File: config.mk
export PLATFORM = sky130hd
export DESIGN_NAME = render_rect_gen
export DESIGN_NICKNAME = d
export VERILOG_FILES = /design/src/rtl/render_rect_gen.sv
export SDC_FILE = /design/constraint.sdc
export NUM_CORES = 1
export LEC_CHECK = 0
export BUFFER_PORTS_ARGS = -buffer_cell sky130_fd_sc_hd__buf_2
export CAP_MARGIN = 30
export CELL_PAD_IN_SITES_DETAIL_PLACEMENT = 1
export CELL_PAD_IN_SITES_GLOBAL_PLACEMENT = 2
export CORE_AREA = 2 2 124 126
export DETAILED_ROUTE_END_ITERATION = 8
export DIE_AREA = 0 0 126 128
export PLACE_DENSITY_LB_ADDON = 0.08
export REMOVE_ABC_BUFFERS = 1
export SKIP_LAST_GASP = 1
export SYNTH_ARGS = -nofsm -noshare
export SYNTH_HDL_FRONTEND = slang
export SYNTH_SLANG_ARGS = --single-unit
File: constraint.sdc
create_clock -name clk -period 5.7 [get_ports clk]
set_clock_uncertainty 0.2 [all_clocks]
set_input_delay 0.285 -clock clk [delete_from_list [all_inputs] [get_ports clk]]
set_output_delay 0.285 -clock clk [all_outputs]
set_load 0.005 [all_outputs]
File: src/rtl/render_rect_gen.sv
// Rectangle pixel-stream generator: scans a latched rectangle row-major, one pixel per unstalled cycle.
// Border colouring is compiled in only when RENDER_RECT_BORDER_EN is defined.
module render_rect_gen #(
    parameter int unsigned X_W      = 9,
    parameter int unsigned Y_W      = 8,
    parameter int unsigned COLOR_W  = 3,
    parameter int unsigned SCREEN_W = 320,
    parameter int unsigned SCREEN_H = 240,
    parameter int unsigned BW_W     = 4
) (
    input  logic               clk,
    input  logic               resetn,
    input  logic               start,
    input  logic [X_W-1:0]     origin_x,
    input  logic [Y_W-1:0]     origin_y,
    input  logic [X_W-1:0]     width,
    input  logic [Y_W-1:0]     height,
    input  logic [COLOR_W-1:0] back_color,
    input  logic [BW_W-1:0]    border_w,
    input  logic [COLOR_W-1:0] border_color,
    input  logic               hold,
    output logic               busy,
    output logic               done,
    output logic [X_W-1:0]     x_stream,
    output logic [Y_W-1:0]     y_stream,
    output logic [COLOR_W-1:0] color_stream,
    output logic               writeEn
);

    typedef enum logic [1:0] {
        ST_IDLE,
        ST_DRAW,
        ST_DONE
    } state_t;

    state_t             state_q, state_d;
    logic [X_W-1:0]     col_q, col_d;
    logic [Y_W-1:0]     row_q, row_d;
    logic [X_W-1:0]     ox_q, ox_d;
    logic [Y_W-1:0]     oy_q, oy_d;
    logic [X_W-1:0]     w_q, w_d;
    logic [Y_W-1:0]     h_q, h_d;
    logic [COLOR_W-1:0] back_q, back_d;
    logic [X_W-1:0]     x_q, x_d;
    logic [Y_W-1:0]     y_q, y_d;
    logic [COLOR_W-1:0] color_q, color_d;
    logic               vis_q, vis_d;
    logic               busy_q, busy_d;
    logic               done_q, done_d;

    logic               latch_en;
    logic [X_W-1:0]     s_ox, s_w;
    logic [Y_W-1:0]     s_oy, s_h;
    logic [COLOR_W-1:0] s_back;
    logic [X_W-1:0]     pc;
    logic [Y_W-1:0]     pr;
    logic [X_W:0]       sum_x;
    logic [Y_W:0]       sum_y;
    logic               pix_vis;
    logic [COLOR_W-1:0] pix_color;
    logic               last_pix;

    // Attributes feeding the pixel calculator: live inputs on the latching edge, latched copies otherwise
    always_comb begin
        latch_en = (state_q == ST_IDLE) && start;
        s_ox     = latch_en ? origin_x   : ox_q;
        s_oy     = latch_en ? origin_y   : oy_q;
        s_w      = latch_en ? width      : w_q;
        s_h      = latch_en ? height     : h_q;
        s_back   = latch_en ? back_color : back_q;
    end

    // Coordinates of the pixel that becomes current after this edge
    always_comb begin
        last_pix = (col_q == w_q - X_W'(1)) && (row_q == h_q - Y_W'(1));
        if (state_q != ST_DRAW) begin
            pc = '0;
            pr = '0;
        end else if (col_q == w_q - X_W'(1)) begin
            pc = '0;
            pr = row_q + Y_W'(1);
        end else begin
            pc = col_q + X_W'(1);
            pr = row_q;
        end
        sum_x   = {1'b0, s_ox} + {1'b0, pc};
        sum_y   = {1'b0, s_oy} + {1'b0, pr};
        pix_vis = (sum_x < (X_W+1)'(SCREEN_W)) && (sum_y < (Y_W+1)'(SCREEN_H));
    end

`ifdef RENDER_RECT_BORDER_EN
    localparam int unsigned XE = ((X_W > BW_W) ? X_W : BW_W) + 1;
    localparam int unsigned YE = ((Y_W > BW_W) ? Y_W : BW_W) + 1;

    logic [BW_W-1:0]    bw_q, bw_d, s_bw;
    logic [COLOR_W-1:0] bcol_q, bcol_d, s_bcol;
    logic               pix_border;

    // col >= width-bw is tested as col+bw >= width so a thick border never underflows
    always_comb begin
        s_bw       = latch_en ? border_w     : bw_q;
        s_bcol     = latch_en ? border_color : bcol_q;
        bw_d       = s_bw;
        bcol_d     = s_bcol;
        pix_border = (s_bw != '0) &&
                     ((XE'(pc) < XE'(s_bw)) || ((XE'(pc) + XE'(s_bw)) >= XE'(s_w)) ||
                      (YE'(pr) < YE'(s_bw)) || ((YE'(pr) + YE'(s_bw)) >= YE'(s_h)));
        pix_color  = pix_border ? s_bcol : s_back;
    end

    always_ff @(posedge clk) begin
        if (!resetn) begin
            bw_q   <= '0;
            bcol_q <= '0;
        end else begin
            bw_q   <= bw_d;
            bcol_q <= bcol_d;
        end
    end
`else
    logic unused_border;
    assign unused_border = ^{border_w, border_color};

    always_comb begin
        pix_color = s_back;
    end
`endif

    // Next-state and registered-output logic
    always_comb begin
        state_d = state_q;
        col_d   = col_q;
        row_d   = row_q;
        ox_d    = s_ox;
        oy_d    = s_oy;
        w_d     = s_w;
        h_d     = s_h;
        back_d  = s_back;
        x_d     = x_q;
        y_d     = y_q;
        color_d = color_q;
        vis_d   = vis_q;
        busy_d  = busy_q;
        done_d  = done_q;
        case (state_q)
            ST_IDLE: begin
                if (start) begin
                    col_d = '0;
                    row_d = '0;
                    if ((width == '0) || (height == '0)) begin
                        state_d = ST_DONE;
                        done_d  = 1'b1;
                        busy_d  = 1'b0;
                        vis_d   = 1'b0;
                    end else begin
                        state_d = ST_DRAW;
                        busy_d  = 1'b1;
                        x_d     = sum_x[X_W-1:0];
                        y_d     = sum_y[Y_W-1:0];
                        color_d = pix_color;
                        vis_d   = pix_vis;
                    end
                end
            end
            ST_DRAW: begin
                if (!start) begin
                    state_d = ST_IDLE;
                    busy_d  = 1'b0;
                    vis_d   = 1'b0;
                end else if (!hold) begin
                    if (last_pix) begin
                        state_d = ST_DONE;
                        busy_d  = 1'b0;
                        done_d  = 1'b1;
                        vis_d   = 1'b0;
                    end else begin
                        col_d   = pc;
                        row_d   = pr;
                        x_d     = sum_x[X_W-1:0];
                        y_d     = sum_y[Y_W-1:0];
                        color_d = pix_color;
                        vis_d   = pix_vis;
                    end
                end
            end
            ST_DONE: begin
                if (!start) begin
                    state_d = ST_IDLE;
                    done_d  = 1'b0;
                end
            end
            default: begin
                state_d = ST_IDLE;
                busy_d  = 1'b0;
                done_d  = 1'b0;
                vis_d   = 1'b0;
            end
        endcase
    end

    always_ff @(posedge clk) begin
        if (!resetn) begin
            state_q <= ST_IDLE;
            col_q   <= '0;
            row_q   <= '0;
            ox_q    <= '0;
            oy_q    <= '0;
            w_q     <= '0;
            h_q     <= '0;
            back_q  <= '0;
            x_q     <= '0;
            y_q     <= '0;
            color_q <= '0;
            vis_q   <= 1'b0;
            busy_q  <= 1'b0;
            done_q  <= 1'b0;
        end else begin
            state_q <= state_d;
            col_q   <= col_d;
            row_q   <= row_d;
            ox_q    <= ox_d;
            oy_q    <= oy_d;
            w_q     <= w_d;
            h_q     <= h_d;
            back_q  <= back_d;
            x_q     <= x_d;
            y_q     <= y_d;
            color_q <= color_d;
            vis_q   <= vis_d;
            busy_q  <= busy_d;
            done_q  <= done_d;
        end
    end

    // A stall suppresses the strobe in the same cycle
    assign writeEn      = vis_q & ~hold;
    assign busy         = busy_q;
    assign done         = done_q;
    assign x_stream     = x_q;
    assign y_stream     = y_q;
    assign color_stream = color_q;

endmodule

==> results of run 1 <==
cells by family (layout without fill, tap and decap cells):
logic type,count (synthesis),after routing
AOI/OAI and AO/OA,103,103
xor gates and xnor gates,45,45
adders and majority gates,23,23
buffers and inverters,52,110
DFF,79,79
muxes,25,25
and+or+nand+nor,306,306
power by group:
part / internal, mW / switching, mW / total, mW
sequential: 0.578 / 0.0175 / 0.595
combinational: 0.0947 / 0.118 / 0.213
clock: 0.318 / 0.240 / 0.558
total: 0.991 / 0.375 / 1.37
stage by stage:
stage | setup slack, ns | power, mW | instances
after detailed placement | 0.6769 | 0.8191 | 854
after floorplan | 1.421 | 0.7380 | 596
after CTS | 0.6439 | 1.390 | 879
final | 0.6886 | 1.366 | 879
after global placement | 0.8405 | 0.8103 | 854
after global routing | 0.1629 | 1.439 | 879
tightest hold or removal path, cell delays in order:
cell      delay [ns]
buf_2           0.10
nand2_1         0.04
a21boi_0        0.07
sequential cells by signal, indices dropped and copies added (netlist names):
signal        cells
col_q             9
ox_q              9
w_q               9
x_stream          9
h_q               8
oy_q              8
row_q             8
y_stream          8
back_q            3
color_stream      3
state_q           2
busy              1
done              1
vis_q             1
cell type report:
type                            count  area [µm²]
Fill cell                        1799        9104
Multi-Input combinational cell    502        3152
Inverter                           15       56.30
Clock buffer                       13       260.3
Sequential cell                    79        1582
Tap cell                          188       235.2
Clock inverter                      3       17.52
Timing Repair Buffer               79       457.9
metal layers:
layer,wire length (µm),vias to the layer above
met5,0,-
met4,157,0
met3,363,10
met2,6348,64
met1,6770,2129
li1,-,2274
placed cells by master (no fill, tap or decap), types with 3 or more instances in the layout:
master / n
and3_1: 3
and2_1: 21
nand2_1: 147
xor2_1: 16
xnor2_1: 29
buf_2: 63
dlygate4sd3_1: 9
ha_1: 21
nand3_1: 19
nor2_1: 37
clkbuf_16: 9
mux2i_1: 22
nand2b_1: 8
nor4_1: 7
dfxtp_1: 79
o21ai_0: 13
nor3_1: 12
nor3b_1: 3
o22ai_1: 9
nand3b_1: 8
a21boi_0: 23
o21a_1: 9
nand4_1: 3
a31oi_1: 3
mux2_4: 3
or3_1: 5
nand4b_1: 3
nor2b_1: 14
a21oi_1: 17
or4_1: 3
inv_1: 15
buf_4: 7
final timing paths:
kind / end / depth (start not counted) / slack [ns]
max: vis_q / 20 / 0.69
max reg2reg: vis_q / 20 / 0.69
min reg2reg: x_stream[2] / 2 / 0.26
min: w_q[3] / 3 / 0.006
==> results.md, run 1 <==
- Final Cell Area: between 5000 and 6000 µm²
- Adder-cell share of the synthesized area: 0.06130
- Core area: 14860 µm²
- CP cell instances: inv_1 -> ha_1 -> nor4b_1 -> mux2i_1 -> o211ai_1 -> a32oi_1 -> or2_1 -> nand2_1 -> nor2_1 -> ha_1 -> inv_1 -> fa_1 -> nor2b_1 -> o21a_1 -> o21a_1 -> o221ai_1 -> nand2b_1 -> a32o_1 -> o21ai_0 -> a41o_1
- Compound-Gate Fraction of Synth Area: 0.1464
- Initial antenna violation count: 0
- Nets: 757
- Hold Vio Cnt, Final: 0
- Die X: 126 µm
- Main synth FF type: dfxtp_1
- Vias in the first global route: 4552
- Port Buffers: 63
- Antenna Cells: 0
- # H-tree levels: 3
- Max_slew headroom: 0.4361
- CP startpoint: w_q[0]
- Post-synthesis xor/xnor area fraction: 0.07979
- Full die area: 16130 µm²
- Pwr/cell area: around 240 nW/µm²
- DRT iter0 DRCs: ~190
- FP Rows: 45
- ANT nets after route: 0
- Synth top area cells: dfxtp_1 32%, nand2_1 11%, ha_1 5.3%
- Longest Clk Path Bufs: 2
- Crit path time final: 5.011 ns
- GR peak layer: met2
- Largest net degree at the start of global routing: 60
- Area leader, netlist: dfxtp_1
- Max-cap violations: 0
- CTS tree: done
- Synthesized area: 4940 µm²
- Worst-Skew Late Latency: 0.34 ns
- Post-CTS Setup Bufs: 0
- Vias per Instance: between 5 and 6
- Setup_tns: 0 ns
- Total number of vias: 4477
- Resized Gates After CTS: 0
- Startpoint types: flop
- CTS sink cnt: 79
- Hold slack: 0.005898 ns
- Clock Pin Slew Worst Setup and Hold Paths: approximately 0.070 ns
- Crit Path Category: reg -> reg
- Met2 Usage GRT: 0.2935
- Ports: 71
- Post-synth top cells: 147 x nand2_1, 79 x dfxtp_1, 38 x nor2_1, 30 x clkbuf_1, 29 x xnor2_1
- YS warnings: 0
- Syn-to-layout area delta: 16.62%
- Top-count cell post-synth: nand2_1
- Hold Path Class: in -> reg
- WL/cell: roughly 16 µm
- WP data arrival: 5.10 ns
- Area share of the largest cell type after synthesis: 0.3202
- Crit end category: flop
- DP Wirelength: approximately 10000 µm
- Post-synthesis mux area share: 0.05370
- R2R Path Start: w_q[0]
- Worst path bufs/invs: 2
- Met1 Use GR: 0.2320
- First-pass GRT wire length: 22820 µm
- Finished Core Util: 0.3875
- Maximum VDD drop: 0.0001338 V
- Endpoints failing setup: 0
- Pins Over Slew Limit: 0
- DRC: 0
- Largest family of logic cells by synthesized area: simple AND/OR/NAND/NOR gates
- Clock Tree Root: clkbuf_16
- Synthesized instance count: 633
- WL final: 13640 µm
- CTS Hold Bufs: 9
- CP peak stage delay: 0.48 ns
- GR Overflow Total: 0
- Static leakage: 2.428 nW
- Gpl congestion: 0.7989
- Sequential area share after synthesis: 0.3202
- Number of synthesized flops with an enable pin: 0
- CTS buffer count: 9
- M3 GR Usage: 0.02337
- Top cell family by delay on the critical path: simple AND/OR/NAND/NOR gates
- Worst Min Path Start: width[3]
- Simple-gate area share of the yosys netlist: 0.2964
- Crit path required time: slightly below 6 ns
- Initial core utilization: 0.3323
- CP Max Fanout: 14
- Status: complete, no violations
- Router iterations before antenna repair: 4
- Placed cell areas: 5393 µm²
- Ys async rst share: 0
- RSZ-0062 raised after global routing: false
- Mean Syn Cell Area: 7.804 µm²
- Fmax achieved: 199.5 MHz
- Slowest CP cell: dfxtp_1
- Overall routing resource usage: 0.1752
- Die height: 128 µm
- Share of layout cells above drive strength 1: 0.1389
- Slew @ Worst Pin: 0.8458 ns
- Synth unique cells: about 60
- Final Cycle Share: 0.8792
- Seq cells post-synth: 79
No activity file was read; power rests on OpenSTA's default activity.
==> run 2, diff against run 1 <==
--- a/config.mk
+++ b/config.mk
@@ -5,13 +5,13 @@
 export SDC_FILE = /design/constraint.sdc
 export NUM_CORES = 1
 export LEC_CHECK = 0
-export BUFFER_PORTS_ARGS = -buffer_cell sky130_fd_sc_hd__buf_2
 export CAP_MARGIN = 30
 export CELL_PAD_IN_SITES_DETAIL_PLACEMENT = 1
 export CELL_PAD_IN_SITES_GLOBAL_PLACEMENT = 2
-export CORE_AREA = 2 2 124 126
+export CORE_AREA = 2 2 119 121
 export DETAILED_ROUTE_END_ITERATION = 8
-export DIE_AREA = 0 0 126 128
+export DIE_AREA = 0 0 121 123
+export DONT_BUFFER_PORTS = 1
 export PLACE_DENSITY_LB_ADDON = 0.08
 export REMOVE_ABC_BUFFERS = 1
 export SKIP_LAST_GASP = 1
==> results.md, run 2 (synthesized netlist as in run 1, its figures left out) <==
- Full die area: 14880 µm² (was 16130 µm²)
- Vias in the first global route: 4374 (was 4552)
- RSZ-0062 raised after global routing: false (unchanged)
- Die X: 121 µm (was 126 µm)
- Final Cycle Share: 0.8799 (was 0.8792)
- Total number of vias: 4357 (was 4477)
- Crit path required time: 5.73 ns (was 5.78 ns)
- DP Wirelength: 9247 µm (was 9971 µm)
- Max_slew headroom: 0.4912 (was 0.4361)
- Clock Tree Root: clkbuf_16 (unchanged)
- Ports: 71 (unchanged)
- Commonest non-fill, non-tap cell in the layout: nand2_1 (unchanged)
- First-pass GRT wire length: 22260 µm (was 22820 µm)
- Slew @ Worst Pin: 0.7563 ns (was 0.8458 ns)
- Register area: 1582 µm² (unchanged)
- Finished Core Util: 0.4246 (was 0.3875)
- Crit end category: flop (unchanged)
- Slowest CP cell: dfxtp_1 (unchanged)
- FP Rows: 43 (was 45)
- Antenna Cells: 0 (unchanged)
- Register-to-Register Path Depth: 20 (unchanged)
- Largest net degree at the start of global routing: 97 (was 60)
- Fill cells: 1665 (was 1799)
- Crit path time final: 5.015 ns (was 5.011 ns)
- Static leakage: 2.306 nW (was 2.428 nW)
- Endpoints failing setup: 0 (unchanged)
- Hold depth: 2 (was 3)
- Pwr/cell area: 234.8 nW/µm² (was 237.0 nW/µm²)
- Multi-input logic area: 3153 µm² (was 3152 µm²)
- # H-tree levels: 3 (unchanged)
- Die height: 123 µm (was 128 µm)
- Hold Path Class: in -> reg (unchanged)
- Max-cap violations: 0 (unchanged)
- Setup_tns: 0 ns (unchanged)
- DRT iter0 DRCs: 232 (was 193)
- Initial antenna violation count: 0 (unchanged)
- CP Max Fanout: 14 (unchanged)
- CTS buffer count: 9 (unchanged)
- Initial core utilization: 0.3629 (was 0.3323)
- Worst-Skew Late Latency: 0.34 ns (about the same)
- WL final: 13780 µm (was 13640 µm)
- Status: complete, no violations (unchanged)
- Pins Over Slew Limit: 0 (unchanged)
- WL/cell: 16.42 µm (was 15.52 µm)
- Hold Vio Cnt, Final: 0 (unchanged)
- CTS tree: done (unchanged)
- CP peak stage delay: 0.48 ns (about the same)
- CP cell instances: inv_1 -> ha_1 -> nor4b_1 -> mux2i_1 -> o211ai_1 -> a32oi_1 -> or2_1 -> nand2_1 -> nor2_1 -> ha_1 -> inv_1 -> fa_1 -> nor2b_1 -> o21a_1 -> o21a_1 -> o221ai_1 -> a21oi_1 -> xor2_1 -> o21ai_0 -> a41o_1 (was inv_1 -> ha_1 -> nor4b_1 -> mux2i_1 -> o211ai_1 -> a32oi_1 -> or2_1 -> nand2_1 -> nor2_1 -> ha_1 -> inv_1 -> fa_1 -> nor2b_1 -> o21a_1 -> o21a_1 -> o221ai_1 -> nand2b_1 -> a32o_1 -> o21ai_0 -> a41o_1)
- ANT nets after route: 0 (unchanged)
- Syn-to-layout area delta: 17.00% (was 16.62%)
- DRC: 0 (unchanged)
- Startpoint types: flop (unchanged)
- Fmax achieved: 199.4 MHz (was 199.5 MHz)
- Longest Clk Path Bufs: 2 (unchanged)
- Share of layout cells above drive strength 1: 0.04704 (was 0.1389)
- GR Overflow Total: 0 (unchanged)
- CTS sink cnt: 79 (unchanged)
- Nets: 726 (was 757)
- Router iterations before antenna repair: 4 (unchanged)
- Clock Pin Slew Worst Setup and Hold Paths: 0.06 ns (was 0.07 ns)
- Most frequent cells in the layout: 147 x nand2_1, 79 x dfxtp_1, 42 x dlygate4sd3_1, 37 x nor2_1, 29 x xnor2_1 (was 147 x nand2_1, 79 x dfxtp_1, 63 x buf_2, 37 x nor2_1, 29 x xnor2_1)
- Port Buffers: 0 (was 63)
- Core area: 13610 µm² (was 14860 µm²)
- Crit Path Category: reg -> reg (unchanged)
- WP data arrival: 5.05 ns (was 5.10 ns)
- Vias per Instance: 5.193 (was 5.093)
- Overall routing resource usage: 0.1913 (was 0.1752)
- Maximum VDD drop: 0.0001188 V (was 0.0001338 V)
- Gpl congestion: 0.7544 (was 0.7989)
[run 2: cell count changes in the layout (fill, tap and decap cells not counted), sizes merged]
cell | before | now
buf | 70 | 6
dlygate4sd3 | 9 | 42
clkbuf | 13 | 15
clkinv | 2 | 0
clkinvlp | 1 | 0
[run 2: where the power goes]
| part | leakage, nW | switching, mW | internal, mW | total, mW |
|---|---|---|---|---|
| registers | 0.645 | 0.0196 | 0.578 | 0.598 |
| clock network | 0.136 | 0.226 | 0.329 | 0.555 |
| logic | 1.52 | 0.109 | 0.0954 | 0.205 |
| total | 2.31 | 0.355 | 1.00 | 1.36 |
[run 2: worst paths after layout]
kind         slack, ns        start          end
max               0.68       w_q[0]        vis_q
min               0.01  origin_y[1]      oy_q[1]
max reg2reg       0.68       w_q[0]        vis_q
min reg2reg       0.28  y_stream[2]  y_stream[2]
[run 2: critical path: cells and delay by family (launching register included)]
family,cells,cell delay (ns)
compound gates,8,1.46
xor+xnor,1,0.21
fa+ha+maj,3,0.90
buf+inv,2,0.14
flops,1,0.48
mux,1,0.14
simple gates,5,1.36
[run 2: stage by stage]
| step | instances | cell area, µm² | hold slack, ns | power [mW] | worst slack, ns |
|---|---|---|---|---|---|
| 2_1_floorplan | 596 | 4787 | 0.2067 | 0.7380 | 1.421 |
| 3_3_place_gp | 781 | 5054 | 0.2278 | 0.7745 | 0.8316 |
| 3_5_place_dp | 781 | 5054 | 0.2340 | 0.7814 | 0.6809 |
| 4_1_cts | 839 | 5779 | 0.0003269 | 1.378 | 0.6564 |
| 5_1_grt | 839 | 5779 | 0.01335 | 1.428 | 0.1609 |
| 6_report | 839 | 5779 | 0.01138 | 1.357 | 0.6848 |
[run 2: cell type report]
class | instances | share of cell area
Tap cell | 180 | 0.03897
Inverter | 15 | 0.009742
Clock buffer | 15 | 0.04806
Sequential cell | 79 | 0.2737
Multi-Input combinational cell | 502 | 0.5456
Timing Repair Buffer | 48 | 0.08400
[run 2: routing by layer]
layer / routed length, µm / GRT usage
met5: 0 / 0
met4: 203 / 0.06395
met3: 477 / 0.03090
met2: 6346 / 0.3185
met1: 6749 / 0.2524
[run 2: what timing repair did]
action / 4_1_cts / 5_1_grt
hold endpoints to repair: 75 / 0
gates resized for setup: 0 / 0
setup endpoints to repair: 0 / 0
setup buffers: 0 / 0
hold buffers: 43 / 0
==> run 3, diff against run 2 <==
--- a/config.mk
+++ b/config.mk
@@ -5,13 +5,14 @@
 export SDC_FILE = /design/constraint.sdc
 export NUM_CORES = 1
 export LEC_CHECK = 0
+export ABC_AREA = 1
+export BUFFER_PORTS_ARGS = -buffer_cell sky130_fd_sc_hd__buf_2
 export CAP_MARGIN = 30
 export CELL_PAD_IN_SITES_DETAIL_PLACEMENT = 1
 export CELL_PAD_IN_SITES_GLOBAL_PLACEMENT = 2
-export CORE_AREA = 2 2 119 121
+export CORE_AREA = 2 2 133 135
 export DETAILED_ROUTE_END_ITERATION = 8
-export DIE_AREA = 0 0 121 123
-export DONT_BUFFER_PORTS = 1
+export DIE_AREA = 0 0 135 137
 export PLACE_DENSITY_LB_ADDON = 0.08
 export REMOVE_ABC_BUFFERS = 1
 export SKIP_LAST_GASP = 1
==> results.md, run 3 <==
- Post-synth top cells: 188 x nand2_1, 141 x nor2_1, 125 x inv_1, 79 x dfxtp_1, 46 x o21ai_0 (was 147 x nand2_1, 79 x dfxtp_1, 38 x nor2_1, 30 x clkbuf_1, 29 x xnor2_1)
- Vias per Instance: 4.583 (was 5.193)
- Die X: 135 µm (was 121 µm)
- Area share of the largest cell type after synthesis: 0.3037 (was 0.3202)
- WL final: 14990 µm (was 13780 µm)
- Crit Path Category: reg -> reg (unchanged)
- Syn-to-layout area delta: 16.79% (was 17.00%)
- Final Worst Setup Slack: 1.819 ns (was 0.6848 ns)
- Worst-Skew Late Latency: 0.35 ns (was 0.34 ns)
- Fill cells: 2284 (was 1665)
- Port Buffers: 63 (was 0)
- WL/cell: 13.52 µm (was 16.42 µm)
- Synthesized instance count: 822 (was 633)
- R2r setup slk: 1.82 ns (was 0.68 ns)
- Full die area: 18500 µm² (was 14880 µm²)
- Hold Path Class: in -> reg (unchanged)
- Synth top area cells: dfxtp_1 30%, nand2_1 14%, nor2_1 10% (was dfxtp_1 32%, nand2_1 11%, ha_1 5.3%)
- # H-tree levels: 3 (unchanged)
- Pre-CTS WS: 1.785 ns (was 0.6809 ns)
- Synthesized area: 5207 µm² (was 4940 µm²)
- Hold Vio Cnt, Final: 0 (unchanged)
- Startpoint types: flop (unchanged)
- Worst R2R End: vis_q (unchanged)
- Pwr/cell area: 319.4 nW/µm² (was 234.8 nW/µm²)
- CTS tree: done (unchanged)
- Vias in the first global route: 5296 (was 4374)
- Maximum VDD drop: 0.0001473 V (was 0.0001188 V)
- Fmax achieved: 257.6 MHz (was 199.4 MHz)
- WP data arrival: 3.94 ns (was 5.05 ns)
- Initial core utilization: 0.3053 (was 0.3629)
- Sequential area share after synthesis: 0.3037 (was 0.3202)
- DP Wirelength: 11260 µm (was 9247 µm)
- Crit end category: flop (unchanged)
- Synth unique cells: 39 (was 61)
- Antenna Cells: 0 (unchanged)
- Mean Syn Cell Area: 6.335 µm² (was 7.804 µm²)
- Number of synthesized flops with an enable pin: 0 (unchanged)
- Clock Tree Root: clkbuf_16 (unchanged)
- Max-cap violations: 0 (unchanged)
- Top-count cell post-synth: nand2_1 (unchanged)
- Worst Min Path Start: back_color[2] (was origin_y[1])
- Die height: 137 µm (was 123 µm)
- Gpl congestion: 0.7530 (was 0.7544)
- CTS buffer count: 9 (unchanged)
- R2R Path Start: w_q[0] (unchanged)
- Ports: 71 (unchanged)
- Endpoints failing setup: 0 (unchanged)
- Clock Pin Slew Worst Setup and Hold Paths: 0.06 ns (about the same)
- Pins Over Slew Limit: 0 (unchanged)
- CTS sink cnt: 79 (unchanged)
- CP peak stage delay: 0.40 ns (was 0.48 ns)
- Crit path time final: 3.881 ns (was 5.015 ns)
- YS warnings: 0 (unchanged)
- Post-CTS Setup Bufs: 0 (unchanged)
- CP Max Fanout: 12 (was 14)
- Largest net degree at the start of global routing: 58 (was 97)
- Slowest CP cell: fa_1 (was dfxtp_1)
- FP Rows: 48 (was 43)
- Final Cycle Share: 0.6810 (was 0.8799)
- Core area: 17060 µm² (was 13610 µm²)
- Crit path required time: 5.76 ns (was 5.73 ns)
- Commonest non-fill, non-tap cell in the layout: nand2_1 (unchanged)
- Ys async rst share: 0 (unchanged)
- Total number of vias: 5083 (was 4357)
- Main synth FF type: dfxtp_1 (unchanged)
- ANT nets after route: 0 (unchanged)
- CTS Hold Bufs: 6 (was 43)
- Seq cells post-synth: 79 (unchanged)
- First-pass GRT wire length: 25360 µm (was 22260 µm)
- Longest Clk Path Bufs: 2 (unchanged)
- Register-to-Register Path Depth: 26 (was 20)
- Area leader, netlist: dfxtp_1 (unchanged)
- Status: complete, no violations (unchanged)
- Final Non-Filler Cells: 1109 (was 839)
- Nets: 950 (was 726)
- Max_slew headroom: 0.4418 (was 0.4912)
- RSZ-0062 raised after global routing: false (unchanged)
- Post-Place Cells: 1087 (was 781)
- Static leakage: 3.107 nW (was 2.306 nW)
- Multi-input logic area: 2944 µm² (was 3153 µm²)
- Initial antenna violation count: 0 (unchanged)
- DRT iter0 DRCs: 156 (was 232)
- CP startpoint: w_q[0] (unchanged)
- Cell mode on critical path: nand2_1
- Slew @ Worst Pin: 0.8363 ns (was 0.7563 ns)
- Router iterations before antenna repair: 4 (unchanged)
- Share of layout cells above drive strength 1: 0.1380 (was 0.04704)
- Setup_tns: 0 ns (unchanged)
- DRC: 0 (unchanged)
- Register area: 1582 µm² (unchanged)
- CP endpoint: vis_q (unchanged)
- Hold slack: 0.01657 ns (was 0.01138 ns)
- Overall routing resource usage: 0.1715 (was 0.1913)
- GR Overflow Total: 0 (unchanged)
- Resized Gates After CTS: 0 (unchanged)
- Most frequent cells in the layout: 188 x nand2_1, 141 x nor2_1, 125 x inv_1, 79 x dfxtp_1, 63 x buf_2 (was 147 x nand2_1, 79 x dfxtp_1, 42 x dlygate4sd3_1, 37 x nor2_1, 29 x xnor2_1)
## run 3: cell families (layout without fill, tap and decap cells)
| kind of cell | count (synthesis) | count (layout) | synth area share |
|---|---|---|---|
| AO/OA/AOI/OAI | 87 | 87 | 0.08650 |
| XOR/XNOR | 27 | 27 | 0.04685 |
| adder cells (fa/ha/maj) | 23 | 23 | 0.05815 |
| buffers and inverters | 166 | 228 | 0.1309 |
| flip-flops | 79 | 79 | 0.3037 |
| multiplexers | 3 | 3 | 0.005767 |
| AND/OR/NAND/NOR | 437 | 437 | 0.3681 |
## run 3: power by group
part           internal (mW)  switching, mW  total, mW
combinational          0.220          0.360      0.581
sequential             0.620         0.0492      0.669
clock                  0.441          0.253      0.693
## run 3: cell type report
cell class | count | area share
Multi-Input combinational cell | 577 | 0.4841
Sequential cell | 79 | 0.2600
Inverter | 139 | 0.08578
Timing Repair Buffer | 73 | 0.06665
Tap cell | 225 | 0.04629
Clock buffer | 11 | 0.03991
Clock inverter | 5 | 0.01728
## run 3: worst min-delay path by stage
stage / to / slack, ns / cells past startpoint
floorplan: x_stream[0] / 0.21 / 2
global placement: vis_q / 0.26 / 2
detailed placement: vis_q / 0.27 / 2
CTS: back_q[2] / 0.003 / 3
global route: back_q[1] / 0.03 / 3
finish: back_q[2] / 0.02 / 3
## run 3: critical path: cells and delay by family (launching register included)
| family | cells | cell delay (ns) |
|---|---|---|
| DFF | 1 | 0.35 |
| AOI/OAI and AO/OA | 1 | 0.11 |
| buffers and inverters | 4 | 0.29 |
| and+or+nand+nor | 18 | 1.90 |
| adders and majority gates | 3 | 0.94 |
## run 3: metal layers
layer / vias to the layer above / track usage / wire, µm
li1: 2658 / - / -
met1: 2374 / 0.2133 / 7028
met2: 38 / 0.3068 / 7451
met3: 13 / 0.03296 / 328
met4: 0 / 0.03877 / 181
met5: - / 0 / 0
## run 3: per-stage QoR
step                        util  total power, mW  cell area (µm²)
after global placement    0.3327            1.244             5674
final                     0.3566            1.943             6082
after floorplan                -            1.089             5047
after global routing      0.3566            2.097             6082
after CTS                 0.3566            1.980             6082
after detailed placement  0.3327            1.267             5674
